### src/rtl/cp0_pkg.sv
// Shared CP0 definitions: register numbers, field positions, exception codes
// and packed register layouts used by the CP0 unit and its request arbiter.
package cp0_pkg;

    localparam logic [31:0] DEFAULT_HANDLER_ADDR = 32'h0000_4180;

    localparam logic [4:0] CP0_SR    = 5'd12;
    localparam logic [4:0] CP0_CAUSE = 5'd13;
    localparam logic [4:0] CP0_EPC   = 5'd14;

    localparam int SR_IE_BIT    = 0;
    localparam int SR_EXL_BIT   = 1;
    localparam int SR_IM_LO     = 10;
    localparam int SR_IM_HI     = 15;
    localparam int CAUSE_EXC_LO = 2;
    localparam int CAUSE_EXC_HI = 6;
    localparam int CAUSE_IP_LO  = 10;
    localparam int CAUSE_IP_HI  = 15;
    localparam int CAUSE_BD_BIT = 31;

    localparam logic [4:0] EXC_INT  = 5'd0;
    localparam logic [4:0] EXC_ADEL = 5'd4;
    localparam logic [4:0] EXC_ADES = 5'd5;
    localparam logic [4:0] EXC_RI   = 5'd10;
    localparam logic [4:0] EXC_OV   = 5'd12;

    typedef struct packed {
        logic [5:0] im;
        logic       exl;
        logic       ie;
    } sr_t;

    typedef struct packed {
        logic       bd;
        logic [5:0] ip;
        logic [4:0] exc_code;
    } cause_t;

    function automatic logic [31:0] sr_image(input sr_t s);
        logic [31:0] img;
        img = '0;
        img[SR_IM_HI:SR_IM_LO] = s.im;
        img[SR_EXL_BIT]        = s.exl;
        img[SR_IE_BIT]         = s.ie;
        return img;
    endfunction

    function automatic logic [31:0] cause_image(input cause_t c);
        logic [31:0] img;
        img = '0;
        img[CAUSE_BD_BIT]                = c.bd;
        img[CAUSE_IP_HI:CAUSE_IP_LO]     = c.ip;
        img[CAUSE_EXC_HI:CAUSE_EXC_LO]   = c.exc_code;
        return img;
    endfunction

    // EPC always holds a word address.
    function automatic logic [31:0] word_align(input logic [31:0] a);
        return a & ~32'h0000_0003;
    endfunction

endpackage

### src/rtl/cp0_req_arb.sv
// Exception/interrupt request arbitration: decides whether to trap this cycle
// and which ExcCode to record. Interrupts outrank synchronous exceptions.
module cp0_req_arb
    import cp0_pkg::*;
(
    input  logic [5:0] hw_int,
    input  logic [5:0] im,
    input  logic       ie,
    input  logic       exl,
    input  logic [4:0] exc_code_in,
    output logic       req,
    output logic [4:0] exc_code
);

    logic int_req;
    logic exc_req;

    // Live interrupt lines are used, not the registered Cause.IP copy.
    always_comb begin
        int_req  = (|(hw_int & im)) & ie & ~exl;
        exc_req  = (exc_code_in != 5'd0) & ~exl;
        req      = int_req | exc_req;
        exc_code = int_req ? EXC_INT : exc_code_in;
    end

endmodule

### src/rtl/cp0_unit.sv
// Minimal CP0: Status, Cause and EPC registers, mfc0/mtc0 access, exception
// entry and eret return.
module cp0_unit
    import cp0_pkg::*;
#(
    parameter logic [31:0] HANDLER_ADDR = DEFAULT_HANDLER_ADDR
) (
    input  logic        clk,
    input  logic        reset,
    input  logic [4:0]  rd_sel,
    input  logic [4:0]  wr_sel,
    input  logic        we,
    input  logic [31:0] wd,
    input  logic [31:0] vpc,
    input  logic        bd_in,
    input  logic [4:0]  exc_code_in,
    input  logic [5:0]  hw_int,
    input  logic        eret,
    output logic        req,
    output logic [31:0] handler_pc,
    output logic [31:0] epc_out,
    output logic [31:0] rd
);

    sr_t         sr_q;
    cause_t      cause_q;
    logic [31:0] epc_q;
    logic [4:0]  sel_code;
    logic        sr_wr;
    logic        epc_wr;
    logic [31:0] trap_pc;

    cp0_req_arb u_arb (
        .hw_int      (hw_int),
        .im          (sr_q.im),
        .ie          (sr_q.ie),
        .exl         (sr_q.exl),
        .exc_code_in (exc_code_in),
        .req         (req),
        .exc_code    (sel_code)
    );

    always_comb begin
        sr_wr   = we && (wr_sel == CP0_SR);
        epc_wr  = we && (wr_sel == CP0_EPC);
        // A trapped delay-slot instruction restarts at its branch.
        trap_pc = bd_in ? (vpc - 32'd4) : vpc;
    end

    // A trap discards any same-cycle mtc0; eret is applied last so it wins EXL.
    always_ff @(posedge clk) begin
        if (reset) begin
            sr_q    <= '0;
            cause_q <= '0;
            epc_q   <= '0;
        end else begin
            cause_q.ip <= hw_int;
            if (req) begin
                sr_q.exl         <= 1'b1;
                cause_q.bd       <= bd_in;
                cause_q.exc_code <= sel_code;
                epc_q            <= word_align(trap_pc);
            end else begin
                if (sr_wr) begin
                    sr_q.im  <= wd[SR_IM_HI:SR_IM_LO];
                    sr_q.exl <= wd[SR_EXL_BIT];
                    sr_q.ie  <= wd[SR_IE_BIT];
                end
                if (epc_wr) begin
                    epc_q <= word_align(wd);
                end
                if (eret) begin
                    sr_q.exl <= 1'b0;
                end
            end
        end
    end

    always_comb begin
        rd = '0;
        case (rd_sel)
            CP0_SR:    rd = sr_image(sr_q);
            CP0_CAUSE: rd = cause_image(cause_q);
            CP0_EPC:   rd = epc_q;
            default:   rd = '0;
        endcase
    end

    assign handler_pc = HANDLER_ADDR;
    assign epc_out    = epc_q;

endmodule

### config.mk
export PLATFORM = sky130hd
export DESIGN_NAME = cp0_unit
export DESIGN_NICKNAME = d
export VERILOG_FILES = /design/src/rtl/cp0_pkg.sv /design/src/rtl/cp0_req_arb.sv /design/src/rtl/cp0_unit.sv
export SDC_FILE = /design/constraint.sdc
export NUM_CORES = 1
export LEC_CHECK = 0
export CAP_MARGIN = 10
export CORE_MARGIN = 2
export CORE_UTILIZATION = 35
export DETAILED_ROUTE_END_ITERATION = 6
export PLACE_DENSITY = 0.83
export SLEW_MARGIN = 0
export SYNTH_ARGS = -nofsm -noshare
export SYNTH_HDL_FRONTEND = slang
export SYNTH_HIERARCHICAL = 1
export SYNTH_SLANG_ARGS = --single-unit
### constraint.sdc
create_clock -name clk -period 1.9 [get_ports clk]
set_input_delay 0.285 -clock clk [delete_from_list [all_inputs] [get_ports clk]]
set_output_delay 0.285 -clock clk [all_outputs]
set_load 0.01 [all_outputs]
==> flow_summary.toml, run 1 <==
[yosys]
postSynthCellCount = 394
synth.distinct_cells = 45
yosysMostFrequentCell = "a211oi_1"
yosysTopAreaCell = "dfxtp_1"
synth-edff-count = 0
synth_seq_cells = 50
synth_area_leaders = "dfxtp_1 30%, a211oi_1 12%, buf_4 7.8%, nor2b_1 7.3%, mux2i_1 6.3%"
synth_top_cell_area_share = 0.298
async_flop_share = 0
syn_area_per_cell_um2 = 8.53
ys_warn_count = 6
netlist_top_cells_count = "55 x a211oi_1, 50 x dfxtp_1, 39 x nor2b_1"
synthFlopType = "dfxtp_1"
syn_area_um2 = 3360
ys_seq_area_frac = 0.298

[power]
ir_drop_uv = 314
power_density_nw_per_um2 = 484
p_leak_nw = 2.31

[final_layout]
syn_to_final_growth_pct = 65.6
n_antenna_cell = 0
drive_gt1_frac = 0.253
final_core_util = 0.600
nNetsFinal = 686
final.fill_count = 828

[global_route]
grtUsageTotal = 0.203
grt_pass1_wl_um = 16700
overflow = 0
antenna_found_initial = 0
grt_pass1_vias = 3373
grt_start_max_net_pins = 59

[worst_setup_path]
crit_path_max_fanout = 3
slowest_delay_ns = 0.46
worstPathArrival_ns = 2.09
cpMaxStageDelayCell = "clkdlybuf4s50_1"
startpoint_type = "input pin"
path_class = "in2reg"
critPathCaptureType = "register"
crit_chain = "clkdlybuf4s50_1 -> or4_4 -> or3_1 -> nor3_2 -> xnor2_1 -> a211oi_1"
worstPathRequired_ns = 2.12

[placement]
pre_cts_ws_ns = -0.588
portBuffers = 150
dp_hpwl_um = 8780
gp_routability_congestion = 0.879

[clock_network]
cts_max_level = 2
clock_latency_ns = 0.30
cts-root-buf = "clkbuf_8"
path_clk_slew_ns = 0.11
cts_tree = "done"
clock-sinks = 50
numCtsBuffers = 5
clockBufferDepth = 2

[detailed_routing]
dr.first_iter.drc_count = 84
wl_per_cell_um = 15.9
drc = 0
drt_wl_total_um = 11500
viasPerCell = 4.89
num_vias = 3545
ant_nets = 0
drtPass1Iterations = 4

[timing]
hold_viol_final = 0
period_needed_ns = 1.87
drv_slew = 0
setup_viol = 0
fin_ws_ns = 0.0280
fin_crit_sh = 0.985
fmax_mhz = 534
whs_ns = 0.267
fin_skew_ns = 0.00653

[flow_run]
drv_cap = 0

[min_path]
hold_path_class = "in2reg"

[floorplanning]
core_area_um2 = 9280
ios = 187
design.die.area_um2 = 10400
rows = 35
dieWidth_um = 102
start_util = 0.362
die_y_um = 102

[outcome]
outcome = "finished clean"
==> layer usage <==
layer | GRT usage | wire length [µm]
met3 | 0.0239 | 566
met2 | 0.374 | 5910
met5 | 0 | 0
met1 | 0.250 | 4860
met4 | 0.0564 | 206
==> timing repair <==
item                       in CTS  in global routing
buffers inserted                8                  2
gates resized for setup       156                 33
setup endpoints to repair      51                 63
hold buffers                    0                  0
pin swaps                       8                 13
cloned                          1                  1
==> stage by stage <==
step           instance area [µm²]  std cells  power [mW]  setup TNS, ns
2_1_floorplan                 3490        426        1.57              0
3_3_place_gp                  5330        708        1.98         -27.36
3_5_place_dp                  5330        708        2.01         -30.53
4_1_cts                       5430        724        2.69       -0.00908
5_1_grt                       5570        725        2.82         -0.324
6_report                      5570        725        2.70              0
==> cell usage in the layout (no fill, tap or decap), drive strengths merged, types with 11 or more instances in the layout <==
| cell | netlist | routed |
|---|---|---|
| xnor2 | 22 | 22 |
| conb | 2 | 34 |
| mux2i | 21 | 21 |
| nand2 | 16 | 16 |
| nor2 | 29 | 29 |
| clkdlybuf4s50 | 0 | 99 |
| a211oi | 55 | 55 |
| and2 | 20 | 20 |
| dfxtp | 50 | 50 |
| nor4 | 11 | 11 |
| buf | 42 | 101 |
| nor2b | 39 | 39 |
==> critical path: cells and delay by family <==
kind,cells,cell delay (ns)
and+or+nand+nor,3,0.99
xor gates and xnor gates,1,0.11
AOI/OAI and AO/OA,1,0.25
buffers and inverters,1,0.46
==> logic make-up (layout without fill, tap and decap cells) <==
logic type / count (synthesis) / count (layout) / share of synthesized area
adder cells (fa/ha/maj): 1 / 1 / 0.00372
AND/OR/NAND/NOR: 149 / 149 / 0.269
XOR/XNOR: 28 / 28 / 0.0729
multiplexers: 22 / 22 / 0.0659
AO/OA/AOI/OAI: 77 / 77 / 0.173
buffers and inverters: 65 / 235 / 0.115
other: 2 / 34 / 0.00223
flip-flops: 50 / 50 / 0.298
==> final cells by class <==
type	instances	area, µm²	share of cell area
timing repair buffer	222	2060	0.370
inverter	5	18.8	0.00337
tap	129	161	0.0290
multi-input combinational	311	2230	0.401
clock buffer	5	68.8	0.0124
sequential	50	1000	0.180
clock inverter	3	28.8	0.00517
==> state kept, by name, summed over array words and instances (netlist names) <==
signal,flops
sr_q,8
epc_out,30
cause_q,12
==> where the power goes <==
| part | internal [mW] | total [mW] | switching [mW] |
|---|---|---|---|
| Sequential | 1.13 | 1.19 | 0.0606 |
| Clock | 0.274 | 0.678 | 0.403 |
| Combinational | 0.476 | 0.831 | 0.354 |
| Total | 1.88 | 2.70 | 0.818 |
==> final timing paths <==
kind / start / to / slack [ns] / cells after the start
setup reg to reg: sr_q[4] / cause_q[0] / 0.10 / 7
hold / removal: hw_int[4] / cause_q[9] / 0.27 / 2
setup / recovery: vpc[18] / epc_out[22] / 0.03 / 6
hold reg to reg: cause_q[0] / cause_q[0] / 0.51 / 2
(Power assumes the default switching activity.)
==> run 2: changes to the inputs <==
--- a/config.mk
+++ b/config.mk
@@ -5,7 +5,6 @@
 export SDC_FILE = /design/constraint.sdc
 export NUM_CORES = 1
 export LEC_CHECK = 0
-export CAP_MARGIN = 10
 export CORE_MARGIN = 2
 export CORE_UTILIZATION = 35
 export DETAILED_ROUTE_END_ITERATION = 6
==> results of run 2 <==
Final layout, timing and power as in run 1 (identical DEF).
==> run 3: changes to the inputs <==
--- a/config.mk
+++ b/config.mk
@@ -5,6 +5,7 @@
 export SDC_FILE = /design/constraint.sdc
 export NUM_CORES = 1
 export LEC_CHECK = 0
+export CAP_MARGIN = 0
 export CORE_MARGIN = 2
 export CORE_UTILIZATION = 35
 export DETAILED_ROUTE_END_ITERATION = 6
==> results of run 3 <==
Final layout, timing and power as in run 1 (identical DEF).
